--- config.mk ---
export PLATFORM = sky130hd
export DESIGN_NAME = mem_router
export DESIGN_NICKNAME = d
export VERILOG_FILES = /design/src/rtl/mem_router_pkg.sv /design/src/rtl/mem_sext.sv /design/src/rtl/mem_router.sv
export SDC_FILE = /design/constraint.sdc
export NUM_CORES = 1
export LEC_CHECK = 0
export ABC_AREA = 1
export CORE_AREA = 2 2 122 124
export CTS_CLUSTER_SIZE = 25
export DETAILED_ROUTE_END_ITERATION = 8
export DIE_AREA = 0 0 124 126
export PLACE_DENSITY = 0.8
export SLEW_MARGIN = 20
export SYNTH_ARGS = -nofsm -noshare
export SYNTH_HDL_FRONTEND = slang
export SYNTH_HIERARCHICAL = 1
export SYNTH_SLANG_ARGS = --single-unit
--- constraint.sdc ---
create_clock -name clk -period 2.3 [get_ports clk]
set_input_delay 0.46 -clock clk [delete_from_list [all_inputs] [get_ports clk]]
set_output_delay 0.46 -clock clk [all_outputs]
set_load 0.01 [all_outputs]
--- src/rtl/mem_router_pkg.sv ---
// Shared types and helpers for the memory router: access-length and FSM state
// encodings plus the read-data extension function.
package mem_router_pkg;

    typedef enum logic [1:0] {
        OP_BYTE = 2'b00,
        OP_HALF = 2'b01,
        OP_TRI  = 2'b10,
        OP_WORD = 2'b11
    } oplen_t;

    typedef enum logic [1:0] {
        ST_IDLE = 2'd0,
        ST_WAIT = 2'd1,
        ST_RESP = 2'd2
    } state_t;

    localparam int ADDR_W = 32;
    localparam int DATA_W = 32;

    // Extends the low 1..4 bytes of din to 32 bits, zero- or sign-filled.
    function automatic logic [DATA_W-1:0] sext_data(input logic [DATA_W-1:0] din,
                                                    input logic              is_unsigned,
                                                    input oplen_t            oplen);
        logic [DATA_W-1:0] dout;
        dout = din;
        case (oplen)
            OP_BYTE: dout = {{24{~is_unsigned & din[7]}},  din[7:0]};
            OP_HALF: dout = {{16{~is_unsigned & din[15]}}, din[15:0]};
            OP_TRI:  dout = {{8{~is_unsigned & din[23]}},  din[23:0]};
            default: dout = din;
        endcase
        return dout;
    endfunction

endpackage

--- src/rtl/mem_sext.sv ---
// Read-data extension stage: selects 1, 2, 3 or 4 low bytes and zero- or
// sign-extends them to a full word.
module mem_sext
    import mem_router_pkg::*;
(
    input  logic [DATA_W-1:0] din,
    input  logic              is_unsigned,
    input  logic [1:0]        oplen,
    output logic [DATA_W-1:0] dout
);

    assign dout = sext_data(din, is_unsigned, oplen_t'(oplen));

endmodule

--- src/rtl/mem_router.sv ---
// Memory router: round-robin arbitration of requester ports onto address-decoded
// target regions, one transaction in flight, with timeout and read-data extension.
module mem_router
    import mem_router_pkg::*;
#(
    parameter int N_PORTS = 2,
    parameter int N_REGIONS = 2,
    parameter logic [N_REGIONS-1:0][31:0] REGION_BASE = {32'h0000_0100, 32'h0000_0000},
    parameter logic [N_REGIONS-1:0][31:0] REGION_MASK = {32'hFE00_0000, 32'hFFFF_FF00},
    parameter int TIMEOUT_CYC = 1024
) (
    input  logic                       clk,
    input  logic                       rst,
    input  logic [N_PORTS-1:0]         req_enable,
    input  logic [N_PORTS-1:0][31:0]   req_addr,
    input  logic [N_PORTS-1:0]         req_we,
    input  logic [N_PORTS-1:0][1:0]    req_oplen,
    input  logic [N_PORTS-1:0]         req_unsigned,
    input  logic [N_PORTS-1:0][31:0]   req_wdata,
    output logic [N_PORTS-1:0]         resp_valid,
    output logic [N_PORTS-1:0]         resp_err,
    output logic [31:0]                resp_rdata,
    output logic [N_REGIONS-1:0]       tgt_enable,
    output logic [31:0]                tgt_addr,
    output logic                       tgt_we,
    output logic [1:0]                 tgt_oplen,
    output logic [31:0]                tgt_wdata,
    input  logic [N_REGIONS-1:0]       tgt_valid,
    input  logic [N_REGIONS-1:0][31:0] tgt_rdata,
    output state_t                     dbg_state
);

    // Handshake: a requester holds req_enable (and its request fields) until it sees
    // its one-cycle resp_valid; the request is captured at grant, so fields may change
    // afterwards. Toward the target, tgt_enable and tgt_* stay stable until tgt_valid
    // of the selected region is sampled high, or until the wait counter times out.

    localparam int PW = (N_PORTS > 1) ? $clog2(N_PORTS) : 1;
    localparam int RW = (N_REGIONS > 1) ? $clog2(N_REGIONS) : 1;
    localparam int CW = $clog2(TIMEOUT_CYC + 1);

    state_t        state;
    logic [PW-1:0] rr_ptr;
    logic [PW-1:0] cur_port;
    logic [RW-1:0] cur_region;
    logic          cur_we;
    logic          cur_unsigned;
    oplen_t        cur_oplen;
    logic [CW-1:0] wait_cnt;

    logic          grant_found;
    logic [PW-1:0] grant_port;
    logic [PW-1:0] rr_next;
    logic [PW-1:0] scan_idx;
    logic          dec_hit;
    logic [RW-1:0] dec_region;
    logic [31:0]   sel_addr;
    logic          tgt_done;
    logic [31:0]   tgt_sel_rdata;
    logic [31:0]   ext_rdata;

    assign dbg_state = state;

    // Scan from the highest offset down so the port nearest rr_ptr wins last.
    always_comb begin
        grant_found = 1'b0;
        grant_port  = '0;
        scan_idx    = '0;
        for (int i = N_PORTS - 1; i >= 0; i--) begin
            scan_idx = PW'((int'(rr_ptr) + i) % N_PORTS);
            if (req_enable[scan_idx]) begin
                grant_found = 1'b1;
                grant_port  = scan_idx;
            end
        end
        rr_next = PW'((int'(grant_port) + 1) % N_PORTS);
    end

    assign sel_addr = req_addr[grant_port];

    // Lowest matching region index has priority.
    always_comb begin
        dec_hit    = 1'b0;
        dec_region = '0;
        for (int r = N_REGIONS - 1; r >= 0; r--) begin
            if ((sel_addr & REGION_MASK[RW'(r)]) == REGION_BASE[RW'(r)]) begin
                dec_hit    = 1'b1;
                dec_region = RW'(r);
            end
        end
    end

    assign tgt_done      = tgt_valid[cur_region];
    assign tgt_sel_rdata = tgt_rdata[cur_region];

    mem_sext u_sext (
        .din         (tgt_sel_rdata),
        .is_unsigned (cur_unsigned),
        .oplen       (cur_oplen),
        .dout        (ext_rdata)
    );

    always_ff @(posedge clk) begin
        if (rst) begin
            state        <= ST_IDLE;
            rr_ptr       <= '0;
            cur_port     <= '0;
            cur_region   <= '0;
            cur_we       <= 1'b0;
            cur_unsigned <= 1'b0;
            cur_oplen    <= OP_BYTE;
            wait_cnt     <= '0;
            resp_valid   <= '0;
            resp_err     <= '0;
            resp_rdata   <= '0;
            tgt_enable   <= '0;
            tgt_addr     <= '0;
            tgt_we       <= 1'b0;
            tgt_oplen    <= '0;
            tgt_wdata    <= '0;
        end else begin
            resp_valid <= '0;
            resp_err   <= '0;
            case (state)
                ST_IDLE: begin
                    if (grant_found) begin
                        rr_ptr       <= rr_next;
                        wait_cnt     <= '0;
                        cur_port     <= grant_port;
                        cur_we       <= req_we[grant_port];
                        cur_unsigned <= req_unsigned[grant_port];
                        cur_oplen    <= oplen_t'(req_oplen[grant_port]);
                        if (dec_hit) begin
                            cur_region             <= dec_region;
                            tgt_enable             <= '0;
                            tgt_enable[dec_region] <= 1'b1;
                            tgt_addr               <= sel_addr & ~REGION_MASK[dec_region];
                            tgt_we                 <= req_we[grant_port];
                            tgt_oplen              <= req_oplen[grant_port];
                            tgt_wdata              <= req_wdata[grant_port];
                            state                  <= ST_WAIT;
                        end else begin
                            resp_valid[grant_port] <= 1'b1;
                            resp_err[grant_port]   <= 1'b1;
                            resp_rdata             <= '0;
                            state                  <= ST_RESP;
                        end
                    end
                end
                ST_WAIT: begin
                    if (tgt_done) begin
                        tgt_enable           <= '0;
                        resp_valid[cur_port] <= 1'b1;
                        resp_rdata           <= cur_we ? 32'h0 : ext_rdata;
                        state                <= ST_RESP;
                    end else if (wait_cnt == CW'(TIMEOUT_CYC - 1)) begin
                        tgt_enable           <= '0;
                        resp_valid[cur_port] <= 1'b1;
                        resp_err[cur_port]   <= 1'b1;
                        resp_rdata           <= '0;
                        state                <= ST_RESP;
                    end else begin
                        wait_cnt <= wait_cnt + 1'b1;
                    end
                end
                ST_RESP: begin
                    resp_rdata <= '0;
                    state      <= ST_IDLE;
                end
                default: state <= ST_IDLE;
            endcase
        end
    end

endmodule

==> flow_metrics.env, run 1 <==
export IMPL_outcome="complete, no violations"
export IMPL_power_internal_w=0.00318
export IMPL_min_delay_path_class="flop to flop"
export IMPL_floorplan_initialDensity_pct=34.7
export IMPL_grtUsageMet3_pct=8.97
export IMPL_max_cap_violations=0
export IMPL_yosys_cell_count_top_type="sky130_fd_sc_hd__nand2_1"
export IMPL_drcViolationCount=0
export IMPL_fin_nets=1118
export IMPL_rsz_0062_raised_after_global_routing="false"
export IMPL_dieHeight_um=126
export IMPL_post_cts_setup_buffer_count=0
export IMPL_insertion_delay_ns=0.35
export IMPL_worstSetupEndpointType="output pin"
export IMPL_ys_flop_type="sky130_fd_sc_hd__dfxtp_1"
export IMPL_gr_max_usage_layer="met2"
export IMPL_critical_path_max_stage_delay_ns=0.60
export IMPL_cts_tree="done"
export IMPL_synth_top_area_cell="sky130_fd_sc_hd__dfxtp_1"
export IMPL_clock_sink_count=96
export IMPL_critical_path_startpoint_category="flop"
export IMPL_critPathRequiredTime_ns=1.84
export IMPL_post_route_cells_drive_above_1_share_pct=6.33
export IMPL_worst_setup_path_type="flop to output pin"
export IMPL_design_core_area_um2=14300
export IMPL_power_frac_comb_pct=24.5
export IMPL_io_pins=313
export IMPL_post_cts_resize_count=0
export IMPL_syn_mean_instance_area_um2=6.81
export IMPL_drv_slew=0
export IMPL_synth_seq_cells=96
export IMPL_synth_enable_flop_cells=0
export IMPL_gpl_final_weighted_congestion=0.856
export IMPL_yosys_area_share_adder_pct=0.252
export IMPL_layout_cells_non_filler=1100
export IMPL_h_tree_levels=3
export IMPL_syn_area_um2=4970
export IMPL_globalRouteMet2Util_pct=31.2
export IMPL_synth_cell_types=28
export IMPL_main_combinational_cell_family_by_area_after_synthesis="simple AND/OR/NAND/NOR gates"
export IMPL_antenna_left=0
export IMPL_timing_final_setup_violations=0
export IMPL_worst_path_dominant_cell_family="buffers and inverters"
export IMPL_ys_warn_count=6
export IMPL_clk_path_buf_depth=2
export IMPL_worst_path_max_delay_cell="sky130_fd_sc_hd__clkdlybuf4s50_1"
export IMPL_initial_antenna_violation_count=0
export IMPL_cts_root_buffer_cell="sky130_fd_sc_hd__clkbuf_16"
export IMPL_dp_worst_setup_slack_ns=0.247
export IMPL_grt_max_degree=45
export IMPL_maximum_clock_skew_at_final_layout_ns=0.00601
export IMPL_final_min_period_over_clock_period_pct=84.0
export IMPL_die_area_um2=15600
export IMPL_grt_pass1_vias=4926
export IMPL_vias=5125
export IMPL_worst_endpoint_arrival_ns=1.47
export IMPL_ir_worst_vdd_mv=0.472
export IMPL_initialDrtViolationCount=260
export IMPL_combined_buffer_and_inverter_count_along_the_critical_path=1
export IMPL_detailedPlacementHpwl_mm=10.1
export IMPL_clkSlewWorstSetupHoldPaths_ns=0.07
export IMPL_final_setup_worst_slack_ns=0.369
export IMPL_post_drt_via_cell_ratio=4.66
export IMPL_post_synthesis_simple_gate_area_fraction_pct=39.5
export IMPL_tns_ns=0
export IMPL_proportion_of_register_bits_with_asynchronous_set_or_reset_after_synthesis_pct=0
export IMPL_total_switching_power_w=0.00131
export IMPL_n_antenna_cell=0
export IMPL_timing_hold_violations_final=0
export IMPL_area_growth_synth_to_final_pct=46.8
export IMPL_synth_area_top_cells="sky130_fd_sc_hd__dfxtp_1 (39%), sky130_fd_sc_hd__nand2_1 (21%), sky130_fd_sc_hd__nand3_1 (11%), sky130_fd_sc_hd__buf_4 (6.5%), sky130_fd_sc_hd__inv_1 (4.8%)"
export IMPL_yosysTopAreaCellShare_pct=38.7
export IMPL_wirelength_mm=14.5
export IMPL_final_min_clock_period_ns=1.93
export IMPL_netlist_instances=729
export IMPL_leak_pwr_nw=3.19
export IMPL_p_sw_share_pct=29.2
export IMPL_seq_power_share_pct=40.9
export IMPL_cts_buffers=9
export IMPL_synth_area_mux_share_pct=0
export IMPL_power_per_cell_area_nw_per_um2=616
export IMPL_power_share_clock_pct=34.6
export IMPL_place_detailed_instances=1084
export IMPL_synth_compound_gate_area_share_pct=5.49
export IMPL_synth_xor_area_share_pct=0
export IMPL_route_detailed_wl_per_inst_um=13.2
export IMPL_rows=44
export IMPL_maximum_clock_frequency_mhz=518
export IMPL_drt_pre_antenna_iters=4
export IMPL_crit_fanout=4
export IMPL_die_w_um=124
export IMPL_global_route_overflow_total=0
export IMPL_global_route_track_usage_on_met1_pct=21.8
export IMPL_cts_hold_buf=0
export IMPL_synth_commonest_cells="sky130_fd_sc_hd__nand2_1 (272), sky130_fd_sc_hd__nand3_1 (113), sky130_fd_sc_hd__dfxtp_1 (96), sky130_fd_sc_hd__inv_1 (63)"
export IMPL_grt_total_usage_pct=18.9
export IMPL_grt_first_pass_wirelength_mm=23.5
export IMPL_sequential_area_share_after_synthesis_pct=38.7
export IMPL_critical_path_cell_chain="clkdlybuf4s50_1"
export IMPL_port_buffers=206
[flip-flops by register name (all words and copies together) (netlist names)]
name / flops
tgt_enable: 1
resp_err: 2
tgt_we: 1
cur_unsigned: 1
tgt_oplen: 2
dbg_state: 2
tgt_wdata: 32
tgt_addr: 8
rr_ptr: 1
resp_valid: 2
cur_port: 1
resp_rdata: 32
wait_cnt: 11
[kinds of logic after synthesis]
logic type | count (synthesis)
flops | 96
buf+inv | 142
other cells | 1
fa+ha+maj | 1
compound gates | 53
simple gates | 436
[area by class of cell]
type / count / area, um^2
fillers: 1412 / 7020
inverters: 67 / 251
repair buffers: 222 / 2240
flip-flops and latches: 96 / 1920
clock inverters: 7 / 78.8
well taps: 184 / 230
multi-input cells: 515 / 2340
clock buffers: 9 / 225
[worst reg2reg max path: cells and delay by family, from the launching register on]
kind	cells	cell delay, ns
adders and majority gates	1	0.24
DFF	1	0.38
and+or+nand+nor	8	0.98
[metrics by stage]
stage                     hold slack, ns  utilization [%]  instance area (um^2)  total power (W)
after floorplan                    0.426                -                  5060          0.00249
after global placement             0.441             48.8                  6990          0.00296
after detailed placement           0.444             48.8                  6990          0.00298
after CTS                          0.462             50.9                  7290          0.00456
after global routing               0.478             50.9                  7290          0.00476
final                              0.459             50.9                  7290          0.00449
[power by group through the flow]
stage	Clock (W)	Sequential [W]	Combinational (W)
CTS	0.00161	0.00184	0.00111
floorplan	0	0.00192	0.000569
global placement	0	0.00187	0.00109
finish	0.00156	0.00184	0.00110
global route	0.00169	0.00185	0.00122
detailed placement	0	0.00188	0.00110
[per-layer routing]
metal  routed length (um)  part of all wire, %  up-vias
met5                    0                    0        -
met4                  216                  1.5        0
met3                 1570                   11       18
met2                 6800                   47      210
met1                 5880                   41     2302
li1                     -                    -     2595
[path summary, 6_finish.rpt]
kind | start | endpoint | slack, ns | depth (start not counted)
worst max-delay path | dbg_state[1]$_SDFFE_PP0P_ | dbg_state[1] | 0.37 | 1
worst min-delay path | cur_port$_SDFFE_PP0P_ | resp_valid[0]$_SDFF_PP0_ | 0.46 | 1
worst max register to register | wait_cnt[1]$_SDFFE_PP0P_ | wait_cnt[1]$_SDFFE_PP0P_ | 0.65 | 9
worst min register to register | cur_port$_SDFFE_PP0P_ | resp_valid[0]$_SDFF_PP0_ | 0.46 | 1
[layout by cell type, fill, tap and decap left out, types with 3 or more instances in the layout]
master / synthesis / routed
sky130_fd_sc_hd__clkdlybuf4s50_1: 0 / 206
sky130_fd_sc_hd__a21oi_1: 43 / 43
sky130_fd_sc_hd__nor3b_1: 3 / 3
sky130_fd_sc_hd__nand2_2: 4 / 4
sky130_fd_sc_hd__conb_1: 1 / 25
sky130_fd_sc_hd__nand2_1: 272 / 272
sky130_fd_sc_hd__nand3_1: 113 / 113
sky130_fd_sc_hd__o21ai_0: 8 / 8
sky130_fd_sc_hd__clkbuf_16: 0 / 9
sky130_fd_sc_hd__inv_1: 63 / 62
sky130_fd_sc_hd__nor2_4: 6 / 6
sky130_fd_sc_hd__inv_2: 4 / 4
sky130_fd_sc_hd__dfxtp_1: 96 / 96
sky130_fd_sc_hd__nor2_1: 18 / 18
sky130_fd_sc_hd__buf_4: 43 / 11
sky130_fd_sc_hd__nand4_1: 8 / 8
sky130_fd_sc_hd__nand2_4: 3 / 3
sky130_fd_sc_hd__buf_12: 0 / 5
(Power assumes the default switching activity.)
==> run 2: changes to the inputs <==
--- a/config.mk
+++ b/config.mk
@@ -6,11 +6,10 @@
 export NUM_CORES = 1
 export LEC_CHECK = 0
 export ABC_AREA = 1
-export CORE_AREA = 2 2 122 124
+export CORE_UTILIZATION = 34
 export CTS_CLUSTER_SIZE = 25
 export DETAILED_ROUTE_END_ITERATION = 8
-export DIE_AREA = 0 0 124 126
-export PLACE_DENSITY = 0.8
+export PLACE_DENSITY = 0.81
 export SLEW_MARGIN = 20
 export SYNTH_ARGS = -nofsm -noshare
 export SYNTH_HDL_FRONTEND = slang
==> constraint.sdc (replaced) <==
create_clock -name clk -period 1.7 [get_ports clk]
set_input_delay 0.34 -clock clk [delete_from_list [all_inputs] [get_ports clk]]
set_output_delay 0.34 -clock clk [all_outputs]
set_load 0.01 [all_outputs]
==> run 2 against run 1 <==
  * Critical path depth is the same
  * Via count grew 1.3%
  * Flip-flop and latch count is the same
==> flow_metrics.env, run 2 (synthesis results as in run 1) <==
export IMPL_route_detailed_wl_per_inst_um=12.7
export IMPL_rows=43
export IMPL_final_min_period_over_clock_period_pct=95.8
export IMPL_worstSetupEndpointType="output pin"
export IMPL_critical_path_cell_chain="clkdlybuf4s50_1"
export IMPL_post_cts_setup_buffer_count=0
export IMPL_detailedPlacementHpwl_mm=10.1
export IMPL_critical_path_startpoint_category="flop"
export IMPL_power_w=0.00632
export IMPL_combined_buffer_and_inverter_count_along_the_critical_path=1
export IMPL_globalRouteMet2Util_pct=30.9
export IMPL_worst_setup_path_type="flop to output pin"
export IMPL_grt_total_usage_pct=18.9
export IMPL_drcViolationCount=0
export IMPL_global_route_track_usage_on_met1_pct=22.3
export IMPL_timing_hold_ws_ns=0.463
export IMPL_design_core_area_um2=14000
export IMPL_fin_nets=1132
export IMPL_grtUsageMet3_pct=7.67
export IMPL_worst_endpoint_arrival_ns=1.29
export IMPL_post_route_cells_drive_above_1_share_pct=7.85
export IMPL_global_route_overflow_total=0
export IMPL_gr_max_usage_layer="met2"
export IMPL_final_min_clock_period_ns=1.63
export IMPL_maximum_clock_frequency_mhz=614
export IMPL_n_antenna_cell=0
export IMPL_clkSlewWorstSetupHoldPaths_ns=0.07
export IMPL_timing_hold_violations_final=0
export IMPL_critical_path_max_stage_delay_ns=0.57
export IMPL_layout_core_utilization_pct=53.4
export IMPL_most_common_layout_cells="sky130_fd_sc_hd__nand2_1 (272), sky130_fd_sc_hd__clkdlybuf4s50_1 (204), sky130_fd_sc_hd__nand3_1 (113)"
export IMPL_insertion_delay_ns=0.35
export IMPL_grt_max_degree=44
export IMPL_crit_fanout=2
export IMPL_drv_slew=0
export IMPL_final_setup_worst_slack_ns=0.0719
export IMPL_port_buffers=206
export IMPL_rsz_0062_raised_after_global_routing="false"
export IMPL_layout_top_registers="resp_rdata (32), tgt_wdata (32), wait_cnt (11)"
export IMPL_floorplan_initialDensity_pct=35.4
export IMPL_ir_worst_vdd_mv=0.450
export IMPL_gpl_final_weighted_congestion=0.878
export IMPL_post_drt_via_cell_ratio=4.68
export IMPL_max_cap_violations=0
export IMPL_critPathRequiredTime_ns=1.36
export IMPL_antenna_left=0
export IMPL_initial_antenna_violation_count=0
export IMPL_timing_final_setup_violations=0
export IMPL_cts_root_buffer_cell="sky130_fd_sc_hd__clkbuf_16"
export IMPL_grt_pass1_vias=4705
export IMPL_worst_path_max_delay_cell="sky130_fd_sc_hd__clkdlybuf4s50_1"
export IMPL_wirelength_mm=14.1
export IMPL_post_cts_resize_count=2
export IMPL_dieHeight_um=123
export IMPL_drt_pre_antenna_iters=4
export IMPL_die_w_um=123
export IMPL_die_area_um2=15100
export IMPL_clk_path_buf_depth=2
export IMPL_final_common_cell="sky130_fd_sc_hd__nand2_1"
export IMPL_clock_sink_count=96
export IMPL_worst_path_dominant_cell_family="buffers and inverters"
export IMPL_initialDrtViolationCount=257
export IMPL_cts_hold_buf=0
export IMPL_vias=5193
export IMPL_tns_ns=0
export IMPL_outcome="complete, no violations"
export IMPL_leak_pwr_nw=3.32
export IMPL_dp_worst_setup_slack_ns=-0.0904
export IMPL_io_pins=313
export IMPL_min_delay_path_class="flop to flop"
export IMPL_power_per_cell_area_nw_per_um2=844
export IMPL_h_tree_levels=3
export IMPL_cts_buffers=9
export IMPL_cts_tree="done"
export IMPL_grt_first_pass_wirelength_mm=22.2
export IMPL_maximum_clock_skew_at_final_layout_ns=0.0119
export IMPL_fillerInstances=1334
export IMPL_area_growth_synth_to_final_pct=50.9
run 2: cell types whose count changed in the layout (fill, tap and decap cells not counted), sizes merged, moves of 2 or more:
cell,change
buf,+14
inv,+2
clkdlybuf4s50,-2
clkinvlp,-2
run 2: area by class of cell:
| class | count | area [um^2] | area share [%] |
|---|---|---|---|
| Multi-Input combinational cell | 515 | 2340 | 31.3 |
| Clock inverter | 7 | 110 | 1.47 |
| Timing Repair Buffer | 236 | 2410 | 32.2 |
| Inverter | 67 | 251 | 3.36 |
| Sequential cell | 96 | 1920 | 25.7 |
| Clock buffer | 9 | 225 | 3.01 |
| Tap cell | 180 | 225 | 3.01 |
run 2: metal layers:
layer  up-vias  wire [um]  part of all wire, %
li1       2628          -                    -
met1      2342       5770                   41
met2       204       6660                   47
met3        19       1450                   10
met4         0        224                  1.6
met5         -          0                    0
run 2: worst paths after layout:
check / to / from / slack, ns / cells after the start
worst max-delay path: tgt_we / tgt_we$_SDFFE_PP0P_ / 0.07 / 1
worst min-delay path: tgt_enable[0]$_SDFFE_PP0P_ / tgt_enable[0]$_SDFFE_PP0P_ / 0.46 / 2
worst max register to register: resp_rdata[15]$_SDFFE_PP0P_ / wait_cnt[1]$_SDFFE_PP0P_ / 0.13 / 9
worst min register to register: tgt_enable[0]$_SDFFE_PP0P_ / tgt_enable[0]$_SDFFE_PP0P_ / 0.46 / 2
run 2: power breakdown:
part	internal [W]	switching (W)	total (W)
Sequential	0.00240	0.0000838	0.00248
Combinational	0.000811	0.000753	0.00156
Clock	0.00132	0.000955	0.00228
run 2: per-stage QoR:
stage               cells  instance area (um^2)
detailed placement   1094                  7150
global placement     1094                  7150
floorplan             753                  5060
global route         1110                  7490
finish               1110                  7490
CTS                  1110                  7480
